### src/rtl/nodf_mon_pkg.sv
// Shared types and default sizes for the non-dataflow HLS block status tracker.
package nodf_mon_pkg;

  localparam int NODF_CNT_W = 32;
  localparam int NODF_DEPTH = 4;

  typedef enum logic [1:0] {
    IDLE     = 2'd0,
    ACTIVE   = 2'd1,
    STALL    = 2'd2,
    FINISHED = 2'd3
  } mon_state_e;

endpackage

### src/rtl/nodf_ts_fifo.sv
// Start-timestamp FIFO: synchronous, W bits by DEPTH entries (DEPTH a power of two).
// A push is accepted when full only if a pop happens in the same cycle.
module nodf_ts_fifo
  import nodf_mon_pkg::*;
#(
  parameter int W     = NODF_CNT_W,
  parameter int DEPTH = NODF_DEPTH
) (
  input  logic                         clock,
  input  logic                         reset,
  input  logic                         push,
  input  logic                         pop,
  input  logic [W-1:0]                 din,
  output logic [W-1:0]                 dout,
  output logic                         full,
  output logic                         empty,
  output logic [$clog2(DEPTH+1)-1:0]   count
);

  localparam int AW    = $clog2(DEPTH);
  localparam int OCC_W = $clog2(DEPTH+1);

  logic [W-1:0]  mem [DEPTH];
  logic [AW-1:0] wr_ptr;
  logic [AW-1:0] rd_ptr;
  logic          do_push;
  logic          do_pop;

  assign full    = (count == OCC_W'(DEPTH));
  assign empty   = (count == '0);
  assign do_push = push && (!full || pop);
  assign do_pop  = pop && !empty;
  assign dout    = mem[rd_ptr];

  always_ff @(posedge clock) begin
    if (do_push) begin
      mem[wr_ptr] <= din;
    end
  end

  // Pointers wrap naturally because DEPTH is a power of two.
  always_ff @(posedge clock) begin
    if (reset) begin
      wr_ptr <= '0;
      rd_ptr <= '0;
      count  <= '0;
    end else begin
      if (do_push) wr_ptr <= wr_ptr + AW'(1);
      if (do_pop)  rd_ptr <= rd_ptr + AW'(1);
      if (do_push && !do_pop) begin
        count <= count + OCC_W'(1);
      end else if (do_pop && !do_push) begin
        count <= count - OCC_W'(1);
      end
    end
  end

endmodule

### src/rtl/nodf_module_status_tracker.sv
// Status tracker for one ap_ctrl_hs HLS block: counts, latency, state and sticky errors.
// Min/max latency tracking is built only when NODF_MON_LATENCY_STATS_EN is defined.
module nodf_module_status_tracker
  import nodf_mon_pkg::*;
#(
  parameter int CNT_W = NODF_CNT_W,
  parameter int DEPTH = NODF_DEPTH
) (
  input  logic                         clock,
  input  logic                         reset,
  input  logic                         ap_start,
  input  logic                         ap_ready,
  input  logic                         ap_done,
  input  logic                         ap_continue,
  input  logic                         finish,
  output logic [1:0]                   state,
  output logic [CNT_W-1:0]             start_cnt,
  output logic [CNT_W-1:0]             done_cnt,
  output logic [$clog2(DEPTH+1)-1:0]   outstanding,
  output logic [CNT_W-1:0]             last_latency,
  output logic                         lat_valid,
  output logic [CNT_W-1:0]             min_latency,
  output logic [CNT_W-1:0]             max_latency,
  output logic                         err_overflow,
  output logic                         err_unmatched,
  output logic                         finished
);

  localparam int OCC_W = $clog2(DEPTH+1);

  mon_state_e        state_q;
  mon_state_e        state_d;
  logic [CNT_W-1:0]  cyc_q;
  logic              frozen;
  logic              start_acc;
  logic              done_acc;
  logic              bypass;
  logic              push;
  logic              pop;
  logic              overflow_ev;
  logic              unmatched_ev;
  logic              lat_ev;
  logic [CNT_W-1:0]  lat_val;
  logic [CNT_W-1:0]  fifo_head;
  logic              fifo_full;
  logic              fifo_empty;
  logic [OCC_W-1:0]  fifo_count;
  logic [OCC_W-1:0]  next_occ;

  assign frozen = (state_q == FINISHED);

  // ap_start/ap_ready and ap_done/ap_continue are valid/ready pairs: a transfer
  // happens on a cycle where both are high; neither side waits on the other.
  assign start_acc = ap_start && ap_ready && !frozen;
  assign done_acc  = ap_done && ap_continue && !frozen;

  // A done against an empty FIFO consumes the same-cycle start directly.
  assign bypass       = done_acc && start_acc && fifo_empty;
  assign pop          = done_acc && !fifo_empty;
  assign push         = start_acc && !bypass && (!fifo_full || pop);
  assign overflow_ev  = start_acc && !bypass && fifo_full && !pop;
  assign unmatched_ev = done_acc && fifo_empty && !start_acc;
  assign lat_ev       = pop || bypass;
  assign lat_val      = bypass ? '0 : (cyc_q - fifo_head);

  nodf_ts_fifo #(
    .W     (CNT_W),
    .DEPTH (DEPTH)
  ) u_fifo (
    .clock (clock),
    .reset (reset),
    .push  (push),
    .pop   (pop),
    .din   (cyc_q),
    .dout  (fifo_head),
    .full  (fifo_full),
    .empty (fifo_empty),
    .count (fifo_count)
  );

  always_comb begin
    next_occ = fifo_count;
    if (push && !pop) begin
      next_occ = fifo_count + OCC_W'(1);
    end else if (pop && !push) begin
      next_occ = fifo_count - OCC_W'(1);
    end
  end

  always_comb begin
    state_d = IDLE;
    if (finish || frozen) begin
      state_d = FINISHED;
    end else if (ap_done && !ap_continue) begin
      state_d = STALL;
    end else if (ap_start || (next_occ != '0)) begin
      state_d = ACTIVE;
    end
  end

  always_ff @(posedge clock) begin
    if (reset) begin
      state_q       <= IDLE;
      cyc_q         <= '0;
      start_cnt     <= '0;
      done_cnt      <= '0;
      last_latency  <= '0;
      lat_valid     <= 1'b0;
      err_overflow  <= 1'b0;
      err_unmatched <= 1'b0;
    end else begin
      state_q   <= state_d;
      lat_valid <= lat_ev;
      if (!frozen) begin
        cyc_q <= cyc_q + CNT_W'(1);
        if (start_acc)    start_cnt     <= start_cnt + CNT_W'(1);
        if (done_acc)     done_cnt      <= done_cnt + CNT_W'(1);
        if (lat_ev)       last_latency  <= lat_val;
        if (overflow_ev)  err_overflow  <= 1'b1;
        if (unmatched_ev) err_unmatched <= 1'b1;
      end
    end
  end

`ifdef NODF_MON_LATENCY_STATS_EN
  // Reset values make the first recorded latency load both extremes.
  always_ff @(posedge clock) begin
    if (reset) begin
      min_latency <= '1;
      max_latency <= '0;
    end else if (lat_ev) begin
      if (lat_val < min_latency) min_latency <= lat_val;
      if (lat_val > max_latency) max_latency <= lat_val;
    end
  end
`else
  assign min_latency = '0;
  assign max_latency = '0;
`endif

  assign state       = state_q;
  assign outstanding = fifo_count;
  assign finished    = frozen;

endmodule

### config.mk
export PLATFORM = sky130hd
export DESIGN_NAME = nodf_module_status_tracker
export DESIGN_NICKNAME = d
export VERILOG_FILES = /design/src/rtl/nodf_mon_pkg.sv /design/src/rtl/nodf_ts_fifo.sv /design/src/rtl/nodf_module_status_tracker.sv
export SDC_FILE = /design/constraint.sdc
export NUM_CORES = 1
export LEC_CHECK = 0
export CORE_MARGIN = 2
export CORE_UTILIZATION = 45
export CTS_BUF_LIST = sky130_fd_sc_hd__clkbuf_16
export DETAILED_ROUTE_END_ITERATION = 16
export DONT_BUFFER_PORTS = 1
export HOLD_SLACK_MARGIN = 0.1
export PLACE_DENSITY = 0.66
export SLEW_MARGIN = 25
export SYNTH_ARGS = -nofsm -noshare
export SYNTH_HDL_FRONTEND = slang
export SYNTH_SLANG_ARGS = --single-unit
### constraint.sdc
create_clock -name clock -period 3.4 [get_ports clock]
set_input_delay 0.17 -clock clock [delete_from_list [all_inputs] [get_ports clock]]
set_output_delay 0.17 -clock clock [all_outputs]
set_load 0.005 [all_outputs]
Word level (Yosys, flattened, before mapping)
Memory sizes are Yosys's and may differ from the RTL's. A register that Yosys moved wholly into a read port is not among the register bits.
Index checks and enable logic that the tools add are counted.

cells by class
  add/subtract/negate cells = 8
  multiplexer cells = 12
  bitwise operators = 1
  equal/unequal tests = 2
  reductions and logical operators = 42

operators by type and width
  operator                                                            number
  32-bit by 1-bit adder with 32-bit output, second input constant     3
  32-bit two-way mux                                                  1
  32-bit subtractor                                                   1
  1-bit logical AND                                                   20
  3-bit two-way mux                                                   4
  1-bit zero test                                                     10
  2-bit AND reduction                                                 5
  2-bit two-way mux                                                   4
  2-bit by 1-bit adder with 2-bit output, second input constant       2
  1-bit logical OR                                                    4
  3-bit by 1-bit adder with 3-bit output, second input constant       1
  3-bit == test, second input constant                                1
  3-bit zero test                                                     1
  1-bit two-way mux                                                   3
  3-bit nonzero test                                                  1
  3-bit by 1-bit subtractor with 3-bit output, second input constant  1
  2-bit == test, second input constant                                1
  2-bit nonzero test                                                  1
  1-bit NOT                                                           1

word-level totals
  output and inout port bits = 169
  word-level logic and storage cells = 77
  memories = 1
  input port bits = 7
  bits in registers = 140
  bits in writable memories = 128

memory list
  name        depth  bits a word  read ports  clocked after Yosys merged registers in  write ports  RTL line            text
  u_fifo.mem  4      32           1           1                                        1            nodf_ts_fifo.sv:23  logic [W-1:0] mem [DEPTH];

Longest topological paths before layout
  depth in word-level cells = 17
  gate-level depth with buffers = 14
  mapped depth without buffers = 11

Modules after synthesis
From an unflattened synthesis, not the netlist that was laid out.

unflattened totals
  cell total of the unflattened synthesis = 1179
  area total of the unflattened synthesis = 12856.1 µm²

by module, submodules not included
  module                      times used  area an instance (µm²)  sequential area each (µm²)  cells each
  nodf_module_status_tracker  1           7748.7                  2662.6                      964
  nodf_ts_fifo                1           5107.4                  4023.9                      215

Worst setup path after synthesis
OpenSTA, ideal clock, no wires.

  path kind = register to register
  from = register with a tool-made name
  to = register last_latency[30]
  arrival time = 3538 ps
  period minus slack after synthesis = 3663 ps
  setup time = 125 ps
  setup slack = -263 ps
  stages on the path, launching flop included = 13
  path through = dfxtp_1 -> clkbuf_1 -> buf_1 -> mux4_2 -> ha_1 -> fa_1 -> o21ai_1 -> a21oi_1 -> a2111oi_0 -> nor2_1 -> a211oi_2 -> xnor2_1 -> o21ai_1

RTL lines
  what                    RTL line                           text
  end signal: assignment  nodf_module_status_tracker.sv:118  if (lat_ev) last_latency <= lat_val;
  end: declaration        nodf_module_status_tracker.sv:20   output logic [CNT_W-1:0] last_latency,

==> impl_metrics.json <==
{
  "hold_depth": 3,
  "nets": 1266,
  "hp-class": "input port to flip-flop",
  "p_leak_nw": 5.422,
  "synth_top_cell_area_share_pct": 29.95,
  "gp_congestion": 0.7588,
  "clock_sinks": 270,
  "clock_latency_ps": 560,
  "fillers": 2479,
  "n_antenna_cell": 0,
  "overflow": 0,
  "drt-initial-drc-count": 617,
  "grt_pass1_vias": 7848,
  "final_cell_mix": "dfxtp_1 (141), nor2_1 (140), edfxtp_1 (128), nand2_1 (91), xor2_1 (69)",
  "worstSetupStartpointType": "flip-flop",
  "yosys_warnings": 0,
  "worstHoldEndpoint": "done_cnt[1]$_SDFFE_PP0P_",
  "dieArea_um2": 29890,
  "ff_latch_area_um2": 6690,
  "cts_buffers": 29,
  "max_slew_margin_pct": 53.77,
  "place.port_buffers": 0,
  "crit_type": "flip-flop to flip-flop",
  "yosys.area_share.simple_pct": 14.25,
  "path_clk_slew_ps": 60,
  "synth_top_area_cell": "edfxtp_1",
  "slew_violations": 0,
  "worst_r2r_endpoint": "last_latency[31]$_SDFFE_PP0P_",
  "avgRoutedWirePerCell_um": 16.46,
  "gr-usage-all-layers_pct": 17.17,
  "fp.dieH_um": 172.9,
  "die_w_um": 172.9,
  "area_growth_pct": 11.75,
  "seq_area_frac_synth_pct": 52.10,
  "finClkSkew_ps": 18.89,
  "grt_max_degree": 125,
  "synth_cell_types": 78,
  "htreeDepth": 1,
  "ir_drop_mv": 0.3601,
  "final_common_cell": "dfxtp_1",
  "dpl.cell_count": 1539,
  "vias": 8295,
  "rows": 61,
  "mappedNetlistArea_um2": 12830,
  "detail-route-antenna-nets": 0,
  "synth_compound_area_share_pct": 8.307,
  "finalWirelength_um": 26480,
  "period_minus_slack_ps": 3302,
  "crit_path_end_kind": "flip-flop",
  "core_um2": 27930,
  "hold_start": "ap_done",
  "required_ps": 3840,
  "maxCapViolations": 0,
  "start_util_pct": 45.94,
  "synth_edf_count": 128,
  "first_pass_iters": 6,
  "setup_viol": 0,
  "drive_gt1_share_pct": 12.19,
  "drc_errors": 0,
  "r2r_cells": 13,
  "reg2reg_slack_ps": 100,
  "finalCritPeriodShare_pct": 97.11,
  "viasPerCell": 5.155,
  "cts_tree": "built",
  "power.density_nw_per_um2": 541.8,
  "syn_inst": 1166,
  "cp_data_arrival_time_ps": 3750,
  "critPathMaxFanout": 7,
  "synth_top_family_by_area": "simple AND/OR/NAND/NOR gates",
  "clockRootBuffer": "clkbuf_16",
  "multiInputGateArea_um2": 5583,
  "hold_violations": 0,
  "yosys-top-cells-area": "edfxtp_1 (30%), dfxtp_1 (22%), mux4_2 (5.6%)",
  "async_reset_ff_share_pct": 0,
  "ys.flop_type": "dfxtp_1",
  "grt_pass1_wl_um": 41750,
  "fin_cells": 1609,
  "grt_antenna_before_repair": 0,
  "tns_ps": 0,
  "clockBufferDepth": 3,
  "synth-seq-cells": 270,
  "fmax_mhz": 302.9,
  "hpwl_um": 17910,
  "status": "finished, final reports clean",
  "io_pins": 176,
  "synth_area_per_cell_um2": 11.01,
  "tightestPinTransition_ps": 691.7,
  "synthAdderAreaFrac_pct": 5.031,
  "synthMuxAreaShare_pct": 6.006,
  "synthXorXnorAreaFrac_pct": 7.644
}
Yosys cell counts (21+ instances only):
library cell,instances
inv_1,49
ha_1,50
edfxtp_1,128
o21ai_0,41
buf_4,64
nor2_1,140
a21oi_1,56
mux4_2,32
nand2_1,91
nand4_1,21
xor2_1,69
clkbuf_1,21
xnor2_1,43
nand3_1,31
dfxtp_1,142
area by class of cell:
cell class                      count  area share, %
Sequential cell                   270          46.65
Multi-Input combinational cell    809          38.93
Inverter                           51          1.370
Clock buffer                       29          5.060
Tap cell                          378          3.298
Clock inverter                     25          1.614
Timing Repair Buffer               47          3.080
layer usage:
| metal | part of all wire [%] | vias to the layer above | track usage [%] |
|---|---|---|---|
| li1 | - | 4081 | - |
| met1 | 45 | 3902 | 23.55 |
| met2 | 44 | 273 | 26.50 |
| met3 | 9.4 | 39 | 5.607 |
| met4 | 2.0 | 0 | 4.025 |
| met5 | 0 | - | 0 |
worst max path at each step:
| stage | cells past startpoint | to | startpoint | slack, ps |
|---|---|---|---|---|
| global placement | 10 | last_latency[30]$_SDFFE_PP0P_ | flip-flop | 30 |
| finish | 13 | last_latency[31]$_SDFFE_PP0P_ | flip-flop | 100 |
| global route | 13 | last_latency[31]$_SDFFE_PP0P_ | flip-flop | -30 |
| floorplan | 12 | last_latency[30]$_SDFFE_PP0P_ | flip-flop | 10 |
| detailed placement | 13 | last_latency[31]$_SDFFE_PP0P_ | flip-flop | 80 |
| CTS | 13 | last_latency[31]$_SDFFE_PP0P_ | flip-flop | 70 |
logic make-up (layout without fill, tap and decap cells):
family | Yosys count | after routing
fa+ha+maj | 51 | 51
mux | 37 | 37
flops | 270 | 270
compound gates | 167 | 167
simple gates | 378 | 378
other cells | 1 | 64
buf+inv | 150 | 152
xor+xnor | 112 | 112
stage by stage:
step	area [µm²]	hold slack, ps	setup slack (ps)	utilization [%]	total power [W]
2_1_floorplan	13070	336.5	13.21	-	0.004443
3_3_place_gp	13150	255.6	34.68	47.08	0.004618
3_5_place_dp	13150	258.0	78.84	47.08	0.004632
4_1_cts	14230	111.0	73.87	50.93	0.007825
5_1_grt	14340	153.0	-30.12	51.34	0.008096
6_report	14340	131.6	98.35	51.34	0.007770
flip-flops by register name, summed over array words and instances, names as in the netlist, named ones only:
| name | cells |
|---|---|
| err_unmatched | 1 |
| u_fifo.mem | 128 |
| u_fifo.rd_ptr | 2 |
| done_cnt | 32 |
| cyc_q | 32 |
| start_cnt | 32 |
| err_overflow | 1 |
| u_fifo.wr_ptr | 2 |
| last_latency | 32 |
| u_fifo.count | 3 |
| lat_valid | 1 |
| state | 2 |
power breakdown:
group | leakage (nW) | internal (W) | total [W] | switching [W]
clock | 0.491 | 0.00186 | 0.00313 | 0.00128
sequential | 2.34 | 0.00351 | 0.00361 | 0.0000964
combinational | 2.59 | 0.000445 | 0.00102 | 0.000578
total | 5.42 | 0.00582 | 0.00777 | 0.00195
worst max-delay path, cell delays in order, from the launching register on:
cell and delay (ps):
dfxtp_4 380, buf_4 140, buf_12 130, mux4_2 490
inv_1 70, ha_1 280, a21oi_2 190, o21ai_2 80
a31o_1 250, a221o_2 460, a41oi_4 210, a211oi_2 130
buf_4 140, a211o_1 230
what timing repair did:
item,4_1_cts,5_1_grt
setup buffers,0,5
endpoints found under the hold margin,141,0
setup endpoints to repair,0,6
hold buffers,10,0
resized for setup,0,12
Note: power is estimated with default switching activity, not from simulation.
